==> config.mk <==
export PLATFORM = sky130hd
export DESIGN_NAME = mem_arbiter_flat
export DESIGN_NICKNAME = d
export VERILOG_FILES = /design/src/rtl/mem_arbiter_if.sv /design/src/rtl/mem_arbiter.sv /design/src/flat_wrapper.sv
export SDC_FILE = /design/constraint.sdc
export NUM_CORES = 1
export LEC_CHECK = 0
export ABC_CLOCK_PERIOD_IN_PS = 2600
export CORE_MARGIN = 2
export CORE_UTILIZATION = 32
export CTS_BUF_LIST = sky130_fd_sc_hd__clkbuf_2
export DETAILED_ROUTE_END_ITERATION = 12
export PLACE_DENSITY = 0.69
export SYNTH_ARGS = -nofsm -noshare
export SYNTH_HDL_FRONTEND = slang
export SYNTH_SLANG_ARGS = --single-unit
export TNS_END_PERCENT = 10
==> constraint.sdc <==
create_clock -name clk -period 2.6 [get_ports clk]
set_clock_uncertainty 0.05 [all_clocks]
set_input_delay 0.26 -clock clk [delete_from_list [all_inputs] [get_ports clk]]
set_output_delay 0.26 -clock clk [all_outputs]
set_load 0.01 [all_outputs]
==> src/rtl/mem_arbiter_if.sv <==
// Requester, read-return and memory-port signals of the two-requester memory arbiter.
// The master modport is the environment side; the slave modport is the arbiter.
interface mem_arbiter_if #(
    parameter int unsigned DATA_WIDTH = 16,
    parameter int unsigned ADDR_WIDTH = 16
);
    logic                  a_req;
    logic                  b_req;
    logic                  a_we;
    logic                  b_we;
    logic                  a_lock;
    logic                  b_lock;
    logic [ADDR_WIDTH-1:0] a_addr;
    logic [ADDR_WIDTH-1:0] b_addr;
    logic [DATA_WIDTH-1:0] a_wdata;
    logic [DATA_WIDTH-1:0] b_wdata;
    logic                  a_gnt;
    logic                  b_gnt;
    logic                  a_rvalid;
    logic                  b_rvalid;
    logic [DATA_WIDTH-1:0] rdata;
    logic                  b_err;
    logic [ADDR_WIDTH-1:0] mem_addr;
    logic [DATA_WIDTH-1:0] mem_wdata;
    logic                  mem_we;
    logic [DATA_WIDTH-1:0] mem_rdata;

    modport master (
        output a_req, b_req, a_we, b_we, a_lock, b_lock,
        output a_addr, b_addr, a_wdata, b_wdata, mem_rdata,
        input  a_gnt, b_gnt, a_rvalid, b_rvalid, rdata, b_err,
        input  mem_addr, mem_wdata, mem_we
    );

    modport slave (
        input  a_req, b_req, a_we, b_we, a_lock, b_lock,
        input  a_addr, b_addr, a_wdata, b_wdata, mem_rdata,
        output a_gnt, b_gnt, a_rvalid, b_rvalid, rdata, b_err,
        output mem_addr, mem_wdata, mem_we
    );
endinterface

==> src/rtl/mem_arbiter.sv <==
// Round-robin arbiter with bounded bus lock in front of a single-port data memory.
// Grants and memory drive are combinational; read-valid and the IO-protect error are registered.
module mem_arbiter #(
    parameter int unsigned           DATA_WIDTH = 16,
    parameter int unsigned           ADDR_WIDTH = 16,
    parameter logic [ADDR_WIDTH-1:0] IO_ADDR    = 16'h8000,
    parameter int unsigned           MAX_LOCK   = 4
) (
    input logic          clk,
    input logic          reset,
    mem_arbiter_if.slave bus
);
    typedef enum logic [1:0] {FREE, LOCK_A, LOCK_B} state_t;
    typedef enum logic {PRIO_A, PRIO_B} prio_t;

    localparam logic [3:0] MAX_CNT  = 4'(MAX_LOCK);
    localparam bit         CAN_LOCK = (MAX_LOCK > 1);

    state_t                state_q, state_d;
    prio_t                 prio_q, prio_d;
    logic [3:0]            lock_cnt_q, lock_cnt_d;
    logic [3:0]            cnt_inc;
    logic                  win_a, win_b;
    logic                  b_protect;
    logic [ADDR_WIDTH-1:0] last_addr_q;
    logic [DATA_WIDTH-1:0] last_wdata_q;
    logic                  a_rvalid_q, b_rvalid_q, b_err_q;

    assign cnt_inc   = lock_cnt_q + 4'd1;
    assign b_protect = bus.b_we && (bus.b_addr == IO_ADDR);

    // NOTE: every signal written here gets a default first, so no path leaves it unassigned and no latch is inferred.
    always_comb begin
        state_d    = state_q;
        prio_d     = prio_q;
        lock_cnt_d = lock_cnt_q;
        win_a      = 1'b0;
        win_b      = 1'b0;
        if (!reset) begin
            case (state_q)
                FREE: begin
                    win_a = bus.a_req && (!bus.b_req || prio_q == PRIO_A);
                    win_b = bus.b_req && !win_a;
                    if (win_a || win_b)
                        prio_d = win_a ? PRIO_B : PRIO_A;
                    if (CAN_LOCK && ((win_a && bus.a_lock) || (win_b && bus.b_lock))) begin
                        state_d    = win_a ? LOCK_A : LOCK_B;
                        lock_cnt_d = 4'd1;
                    end
                end
                LOCK_A: begin
                    win_a  = bus.a_req;
                    prio_d = PRIO_B;
                    // The grant that brings the count to MAX_LOCK is the last locked one.
                    if (bus.a_req && bus.a_lock && cnt_inc < MAX_CNT) begin
                        lock_cnt_d = cnt_inc;
                    end else begin
                        state_d    = FREE;
                        lock_cnt_d = '0;
                    end
                end
                LOCK_B: begin
                    win_b  = bus.b_req;
                    prio_d = PRIO_A;
                    if (bus.b_req && bus.b_lock && cnt_inc < MAX_CNT) begin
                        lock_cnt_d = cnt_inc;
                    end else begin
                        state_d    = FREE;
                        lock_cnt_d = '0;
                    end
                end
                default: state_d = FREE;
            endcase
        end
    end

    assign bus.a_gnt     = win_a;
    assign bus.b_gnt     = win_b;
    assign bus.mem_addr  = win_a ? bus.a_addr  : (win_b ? bus.b_addr  : last_addr_q);
    assign bus.mem_wdata = win_a ? bus.a_wdata : (win_b ? bus.b_wdata : last_wdata_q);
    assign bus.mem_we    = (win_a && bus.a_we) || (win_b && bus.b_we && !b_protect);
    assign bus.rdata     = bus.mem_rdata;
    assign bus.a_rvalid  = a_rvalid_q;
    assign bus.b_rvalid  = b_rvalid_q;
    assign bus.b_err     = b_err_q;

    // NOTE: state uses non-blocking assignments and an asynchronous reset, so a mid-read reset drops the pending rvalid at once.
    always_ff @(posedge clk or posedge reset) begin
        if (reset) begin
            state_q      <= FREE;
            prio_q       <= PRIO_A;
            lock_cnt_q   <= '0;
            last_addr_q  <= '0;
            last_wdata_q <= '0;
            a_rvalid_q   <= 1'b0;
            b_rvalid_q   <= 1'b0;
            b_err_q      <= 1'b0;
        end else begin
            state_q    <= state_d;
            prio_q     <= prio_d;
            lock_cnt_q <= lock_cnt_d;
            if (win_a || win_b) begin
                last_addr_q  <= bus.mem_addr;
                last_wdata_q <= bus.mem_wdata;
            end
            a_rvalid_q <= win_a && !bus.a_we;
            b_rvalid_q <= win_b && !bus.b_we;
            b_err_q    <= win_b && b_protect;
        end
    end
endmodule

==> src/flat_wrapper.sv <==
// flat-port wrapper written by rule: the top's interface ports become plain ports
module mem_arbiter_flat 
#(
    parameter int unsigned           DATA_WIDTH = 16,
    parameter int unsigned           ADDR_WIDTH = 16,
    parameter logic [ADDR_WIDTH-1:0] IO_ADDR    = 16'h8000,
    parameter int unsigned           MAX_LOCK   = 4
)
  (clk, reset, bus_a_req, bus_b_req, bus_a_we, bus_b_we, bus_a_lock, bus_b_lock, bus_a_addr, bus_b_addr, bus_a_wdata, bus_b_wdata, bus_mem_rdata, bus_a_gnt, bus_b_gnt, bus_a_rvalid, bus_b_rvalid, bus_rdata, bus_b_err, bus_mem_addr, bus_mem_wdata, bus_mem_we);
  mem_arbiter_if #(.DATA_WIDTH(DATA_WIDTH), .ADDR_WIDTH(ADDR_WIDTH)) bus_i ();
  input logic clk;
  input logic reset;
  input wire logic [$bits(bus_i.a_req)-1:0] bus_a_req;
  input wire logic [$bits(bus_i.b_req)-1:0] bus_b_req;
  input wire logic [$bits(bus_i.a_we)-1:0] bus_a_we;
  input wire logic [$bits(bus_i.b_we)-1:0] bus_b_we;
  input wire logic [$bits(bus_i.a_lock)-1:0] bus_a_lock;
  input wire logic [$bits(bus_i.b_lock)-1:0] bus_b_lock;
  input wire logic [$bits(bus_i.a_addr)-1:0] bus_a_addr;
  input wire logic [$bits(bus_i.b_addr)-1:0] bus_b_addr;
  input wire logic [$bits(bus_i.a_wdata)-1:0] bus_a_wdata;
  input wire logic [$bits(bus_i.b_wdata)-1:0] bus_b_wdata;
  input wire logic [$bits(bus_i.mem_rdata)-1:0] bus_mem_rdata;
  output wire logic [$bits(bus_i.a_gnt)-1:0] bus_a_gnt;
  output wire logic [$bits(bus_i.b_gnt)-1:0] bus_b_gnt;
  output wire logic [$bits(bus_i.a_rvalid)-1:0] bus_a_rvalid;
  output wire logic [$bits(bus_i.b_rvalid)-1:0] bus_b_rvalid;
  output wire logic [$bits(bus_i.rdata)-1:0] bus_rdata;
  output wire logic [$bits(bus_i.b_err)-1:0] bus_b_err;
  output wire logic [$bits(bus_i.mem_addr)-1:0] bus_mem_addr;
  output wire logic [$bits(bus_i.mem_wdata)-1:0] bus_mem_wdata;
  output wire logic [$bits(bus_i.mem_we)-1:0] bus_mem_we;
  assign bus_i.a_req = bus_a_req;
  assign bus_i.b_req = bus_b_req;
  assign bus_i.a_we = bus_a_we;
  assign bus_i.b_we = bus_b_we;
  assign bus_i.a_lock = bus_a_lock;
  assign bus_i.b_lock = bus_b_lock;
  assign bus_i.a_addr = bus_a_addr;
  assign bus_i.b_addr = bus_b_addr;
  assign bus_i.a_wdata = bus_a_wdata;
  assign bus_i.b_wdata = bus_b_wdata;
  assign bus_i.mem_rdata = bus_mem_rdata;
  assign bus_a_gnt = bus_i.a_gnt;
  assign bus_b_gnt = bus_i.b_gnt;
  assign bus_a_rvalid = bus_i.a_rvalid;
  assign bus_b_rvalid = bus_i.b_rvalid;
  assign bus_rdata = bus_i.rdata;
  assign bus_b_err = bus_i.b_err;
  assign bus_mem_addr = bus_i.mem_addr;
  assign bus_mem_wdata = bus_i.mem_wdata;
  assign bus_mem_we = bus_i.mem_we;
  mem_arbiter #(.DATA_WIDTH(DATA_WIDTH), .ADDR_WIDTH(ADDR_WIDTH), .IO_ADDR(IO_ADDR), .MAX_LOCK(MAX_LOCK)) u_core (.clk(clk), .reset(reset), .bus(bus_i));
endmodule
; ---- Word-level counts from Yosys, hierarchy flattened
; Index checks and enable logic that the tools add are counted.
[totals]
regBits = 42
input_bits = 88
out_inout_bits = 54
elab_cells = 69
[op_classes]
n_addsub = 1
magnitude_cmp = 1
n_eq_ne = 7
n_mux = 20
n_bitwise = 2
reduce_logical = 30
[ops]
columns = cell, count
row1 = 16-bit two-way mux, 4
row2 = "16-bit == test, second input constant", 1
row3 = 1-bit logical AND, 15
row4 = 4-bit two-way mux, 3
row5 = 4-bit one-hot mux with 3 select lines, 1
row6 = 2-bit two-way mux, 4
row7 = 2-bit one-hot mux with 3 select lines, 1
row8 = 3-bit AND reduction, 2
row9 = 1-bit zero test, 5
row10 = 1-bit logical OR, 5
row11 = "4-bit by 1-bit adder with 4-bit output, second input constant", 1
row12 = "4-bit by 3-bit less-than comparator with 1-bit output, second input constant", 1
row13 = 1-bit two-way mux, 4
row14 = "2-bit by 1-bit != test with 1-bit output, second input constant", 2
row15 = "2-bit != test, second input constant", 2
row16 = 1-bit one-hot mux with 2 select lines, 2
row17 = 4-bit AND reduction, 1
row18 = 1-bit one-hot mux with 3 select lines, 1
row19 = 3-bit nonzero test, 1
row20 = "2-bit by 1-bit == test with 1-bit output, second input constant", 1
row21 = "2-bit == test, second input constant", 1
row22 = 2-bit zero test, 1
row23 = 1-bit NOT, 2

; ---- Depth between registers and ports, before layout
[logic_depth]
word_depth = 10
mapped_depth = 7
mapped_depth_nobuf = 6

; ---- Worst setup path after synthesis
; No wires, ideal clock.
[synth_path]
path_type = input to output
startpoint = in reset
endpoint = out bus_mem_addr[2]
arrival_time_ps = 2072
required_ps = 2290
slack_ps = 218
path_stages = 5
path_cell_list = inv_1 > nand2_1 > clkbuf_1 > o21ai_0 > a31oi_1
[synth_via]
elab_chain_cells = 3
[synth_lines]
columns = item, line
row1 = "start, declared", flat_wrapper.sv:12  ; input logic reset;
row2 = 1-bit two-way mux, mem_arbiter.sv:39  ; if (!reset) begin
row3 = 16-bit two-way mux, mem_arbiter.sv:79  ; assign bus.mem_addr = win_a ? bus.a_addr : (win_b ? bus.b_addr : last_addr_q);
row4 = 16-bit two-way mux (*), mem_arbiter.sv:79
row5 = "end, declared", flat_wrapper.sv:30  ; output wire logic [$bits(bus_i.mem_addr)-1:0] bus_mem_addr;
; Mark *: on every way between the ends. The rest lies on a longest branch, timed or not.

; ---- Worst setup path after layout
[layout_path]
startpoint = in bus_b_addr[13]
endpoint = out bus_mem_we
[layout_via]
elab_chain_cells = 5
[layout_lines]
columns = item, line
row1 = "start, declared", flat_wrapper.sv:20  ; input wire logic [$bits(bus_i.b_addr)-1:0] bus_b_addr;
row2 = 16-bit == test, mem_arbiter.sv:30  ; assign b_protect = bus.b_we && (bus.b_addr == IO_ADDR);
row3 = 1-bit logical AND, mem_arbiter.sv:30
row4 = 1-bit zero test, mem_arbiter.sv:81  ; assign bus.mem_we = (win_a && bus.a_we) || (win_b && bus.b_we && !b_protect);
row5 = 1-bit logical AND, mem_arbiter.sv:81
row6 = 1-bit logical OR, mem_arbiter.sv:81
row7 = "end, declared", flat_wrapper.sv:32  ; output wire logic [$bits(bus_i.mem_we)-1:0] bus_mem_we;
; Every way passes these cells.

==> metrics.md <==
| Metric | Value |
|---|---|
| Crit-path slowest cell | `or4b_4` |
| Layout cells sized above 1 | `0.1485` |
| Setup TNS | `-0.002473 ns` |
| Setup WS post-layout | `-0.002473 ns` |
| Area Growth Syn to Fin | `58.32%` |
| RSZ-0062 raised after global routing | `true` |
| I/O pin count | `142` |
| Met2 Track Usage GR | `0.3058` |
| Worst-path fanout max | `2` |
| Largest net degree at the start of global routing | `43` |
| Hold Path Class | `in2reg` |
| Overall die width | `93.25 um` |
| VDD IR max | `0.3800 mV` |
| Post-DR wirelength/cell | `16.21 um` |
| Crit path capture type | `output pin` |
| Status | `finished, violations left` |
| 1st-iter DRT viols | `151` |
| Num rows | `32` |
| Crit-path max cell delay | `0.54 ns` |
| First-pass GRT wire length | `12940 um` |
| Slew headroom | `0.6406` |
| Slew @ Worst Pin | `0.5391 ns` |
| CP required | `2.29 ns` |
| Max-Cap Viols | `0` |
| Clock slew at reported path FFs | `0.21 ns` |
| Netlist Area Pre-Place | `2549 um^2` |
| Post-synth cell types | `33` |
| # fillers | `736` |
| Peak Freq | `0.3843 GHz` |
| Yosys warning total | `0` |
| Cell Pwr Density | `957.2 nW/um^2` |
| Hold Vio Cnt, Final | `0` |
| Post-Route WL | `8202 um` |
| CTS sink cnt | `42` |
| Worst path bufs/invs | `3` |
| Vias in the first global route | `2742` |
| Synth top area share | `0.4124` |
| Synth area leader | `dfrtp_1` |
| Clock tree buffer depth | `2` |
| Area post-placement | `3779 um^2` |
| Final instance area | `4035 um^2` |
| DPL Wire Length | `5626 um` |
| Die H | `93.25 um` |
| CP Launch Type | `primary input` |
| Gpl congestion | `0.9171` |
| CP arrival | `2.29 ns` |
| Clock latency on the worst-skew pair | `0.41 ns` |
| FF+latch count, synth | `42` |
| Total power | `3.862 mW` |
| Final period util | `1.001` |
| Worst hold slack | `0.2487 ns` |
| Syn Inst Count | `302` |
| Post-synth net total | `395` |
| Register Area | `1051 um^2` |
| Core area | `7727 um^2` |
| Critical-path cell list | `clkdlybuf4s50_1 > nor4_2 > buf_4 > nand4_1 > or4b_4 > a32o_1 > dlygate4sd2_1` |
| CTS tree | `done` |
| Top cells by area, synth | `dfrtp_1 41%, a31oi_1 16%, nor3_1 6.9%, nand3_1 6.3%, o21ai_0 6.3%` |
| Port buffer count | `109` |
| Setup violators final | `1` |
| Grt peak-use layer | `met2` |
| H-tree Lvls | `2` |
| Violated checks | `setup timing` |
| Die area | `8695 um^2` |
| Routed vias | `2785` |
| Total Routing Usage GR | `0.1853` |
| Crit path kind | `in2out` |
| Area occupied by multi-input gates | `1351 um^2` |
| Sequential area share after synthesis | `0.4124` |
| Root Buffer Master | `clkbuf_2` |
| Drt first pass iters | `6` |
| Vias/cell | `5.504` |
| Placed Instances | `492` |
| Met3 GRT Util | `0.04432` |
| Post-route DRC violation count | `0` |
| Mean post-synth cell area | `8.439 um^2` |
| CP delay by family, top | `simple AND/OR/NAND/NOR gates` |
| Final Net Count | `496` |
| ANT cells | `0` |
| Number of antenna violations at the first check in global routing | `0` |
| TritonCTS buffer count | `5` |
| Initial Util | `0.3298` |
| Fin. max-slew vios | `0` |
| LEAKAGE | `1.699 nW` |
| Final Critical Period | `2.602 ns` |
| Gr ovfl total | `0` |
| Post-route ant nets | `0` |
| Met1 Usage GRT | `0.2503` |
| Non-Filler Instances | `506` |
## power by group
| group | total [mW] | leakage (nW) | internal, mW | switching [mW] |
|---|---|---|---|---|
| sequential | 1.02 | 0.503 | 0.938 | 0.0796 |
| combinational | 2.56 | 1.17 | 1.26 | 1.30 |
| clock | 0.284 | 0.0304 | 0.0663 | 0.218 |
## metal layers
layer | vias to the layer above | wire [um]
met2 | 94 | 4013
met5 | - | 0
met1 | 1348 | 3615
li1 | 1337 | -
met4 | 0 | 48
met3 | 6 | 524
## sequential cells by signal (all words and copies together), names as in the netlist
register and count:
u_core.bus.a_rvalid 1, u_core.bus.b_err 1, u_core.bus.b_rvalid 1, u_core.last_addr_q 16, u_core.last_wdata_q 16, u_core.lock_cnt_q 4, u_core.prio_q 1, u_core.state_q 2
## kinds of logic (layout without fill, tap and decap cells)
logic type | count (synthesis) | count (layout) | synth area share
muxes | 4 | 4 | 0.01620
DFF | 42 | 42 | 0.4124
buffers and inverters | 51 | 153 | 0.1011
adders and majority gates | 5 | 5 | 0.02455
AOI/OAI and AO/OA | 109 | 109 | 0.2621
and+or+nand+nor | 91 | 91 | 0.1836
## repair_timing
action | CTS | global route
endpoints found under the setup margin | 34 | 31
buffers inserted | 2 | 3
cloned | 0 | 1
resized for setup | 30 | 38
endpoints found under the hold margin | 0 | 0
hold buffers | 0 | 0
pin swaps | 1 | 2
## final timing paths
kind,cells past startpoint,slack [ns],start,end
max in group asynchronous,3,1.70,reset,u_core.last_wdata_q[6]
min in group asynchronous,3,0.41,reset,u_core.lock_cnt_q[2]
max reg2reg,6,0.67,u_core.prio_q,u_core.state_q[1]
max,7,-0.002,bus_b_addr[13],bus_mem_we
min reg2reg,1,0.50,u_core.lock_cnt_q[2],u_core.lock_cnt_q[2]
min,3,0.25,bus_b_addr[11],u_core.last_addr_q[11]
## Yosys cell counts, drive strengths merged
library cell and instances:
nor4b 1, a21boi 1, o21ai 32, nand2b 1, a22oi 1, a221oi 1, and2 3, a21bo 1
nand4 2, buf 21, nor3 35, clkbuf 22, nand2 4, nor2b 1, a211oi 2, or2 1
nand3 32, a21oi 1, or4b 1, nand3b 1, a41o 1, mux2 1, a21o 1, inv 8
dfrtp 42, nor2 6, mux2i 3, a32o 2, nor4 2, a31oi 66, or3 1, ha 5
## cell usage in the layout, fill, tap and decap left out, types with 2 or more instances in the layout
master           instances
clkdlybuf4s50_1         74
a31oi_1                 65
dfrtp_1                 42
nand3_1                 32
o21ai_0                 32
nor3_1                  28
buf_4                   19
dlymetal6s2s_1          18
dlygate4sd2_1            9
nor3_2                   7
clkdlybuf4s15_1          7
inv_1                    6
nor2_1                   6
clkbuf_2                 6
buf_12                   6
nand2_1                  4
and2_1                   3
mux2i_1                  3
buf_6                    3
inv_2                    2
a32o_1                   2
a211oi_1                 2
nand4_1                  2
ha_2                     2
ha_1                     2
## area by class of cell
| type | count | area share |
|---|---|---|
| inverter | 8 | 0.007442 |
| timing repair buffer | 137 | 0.3560 |
| multi-input combinational | 209 | 0.3349 |
| clock buffer | 6 | 0.007442 |
| tap | 102 | 0.03163 |
| sequential | 42 | 0.2605 |
| clock inverter | 2 | 0.002171 |
## stage by stage
step / worst slack [ns] / utilization
after floorplan: 0.2182 / -
after global placement: -0.3093 / 0.4890
after detailed placement: -0.2940 / 0.4890
after CTS: -0.1847 / 0.5010
after global routing: -0.06462 / 0.5222
final: -0.002473 / 0.5222
## worst register-to-register path, delay by kind of cell, from the launching register on
| kind | cells | cell delay (ns) |
|---|---|---|
| AO/OA/AOI/OAI | 3 | 0.64 |
| buffers and inverters | 2 | 0.29 |
| flip-flops | 1 | 0.46 |
| multiplexers | 1 | 0.39 |
No activity file was read; power rests on OpenSTA's default activity.
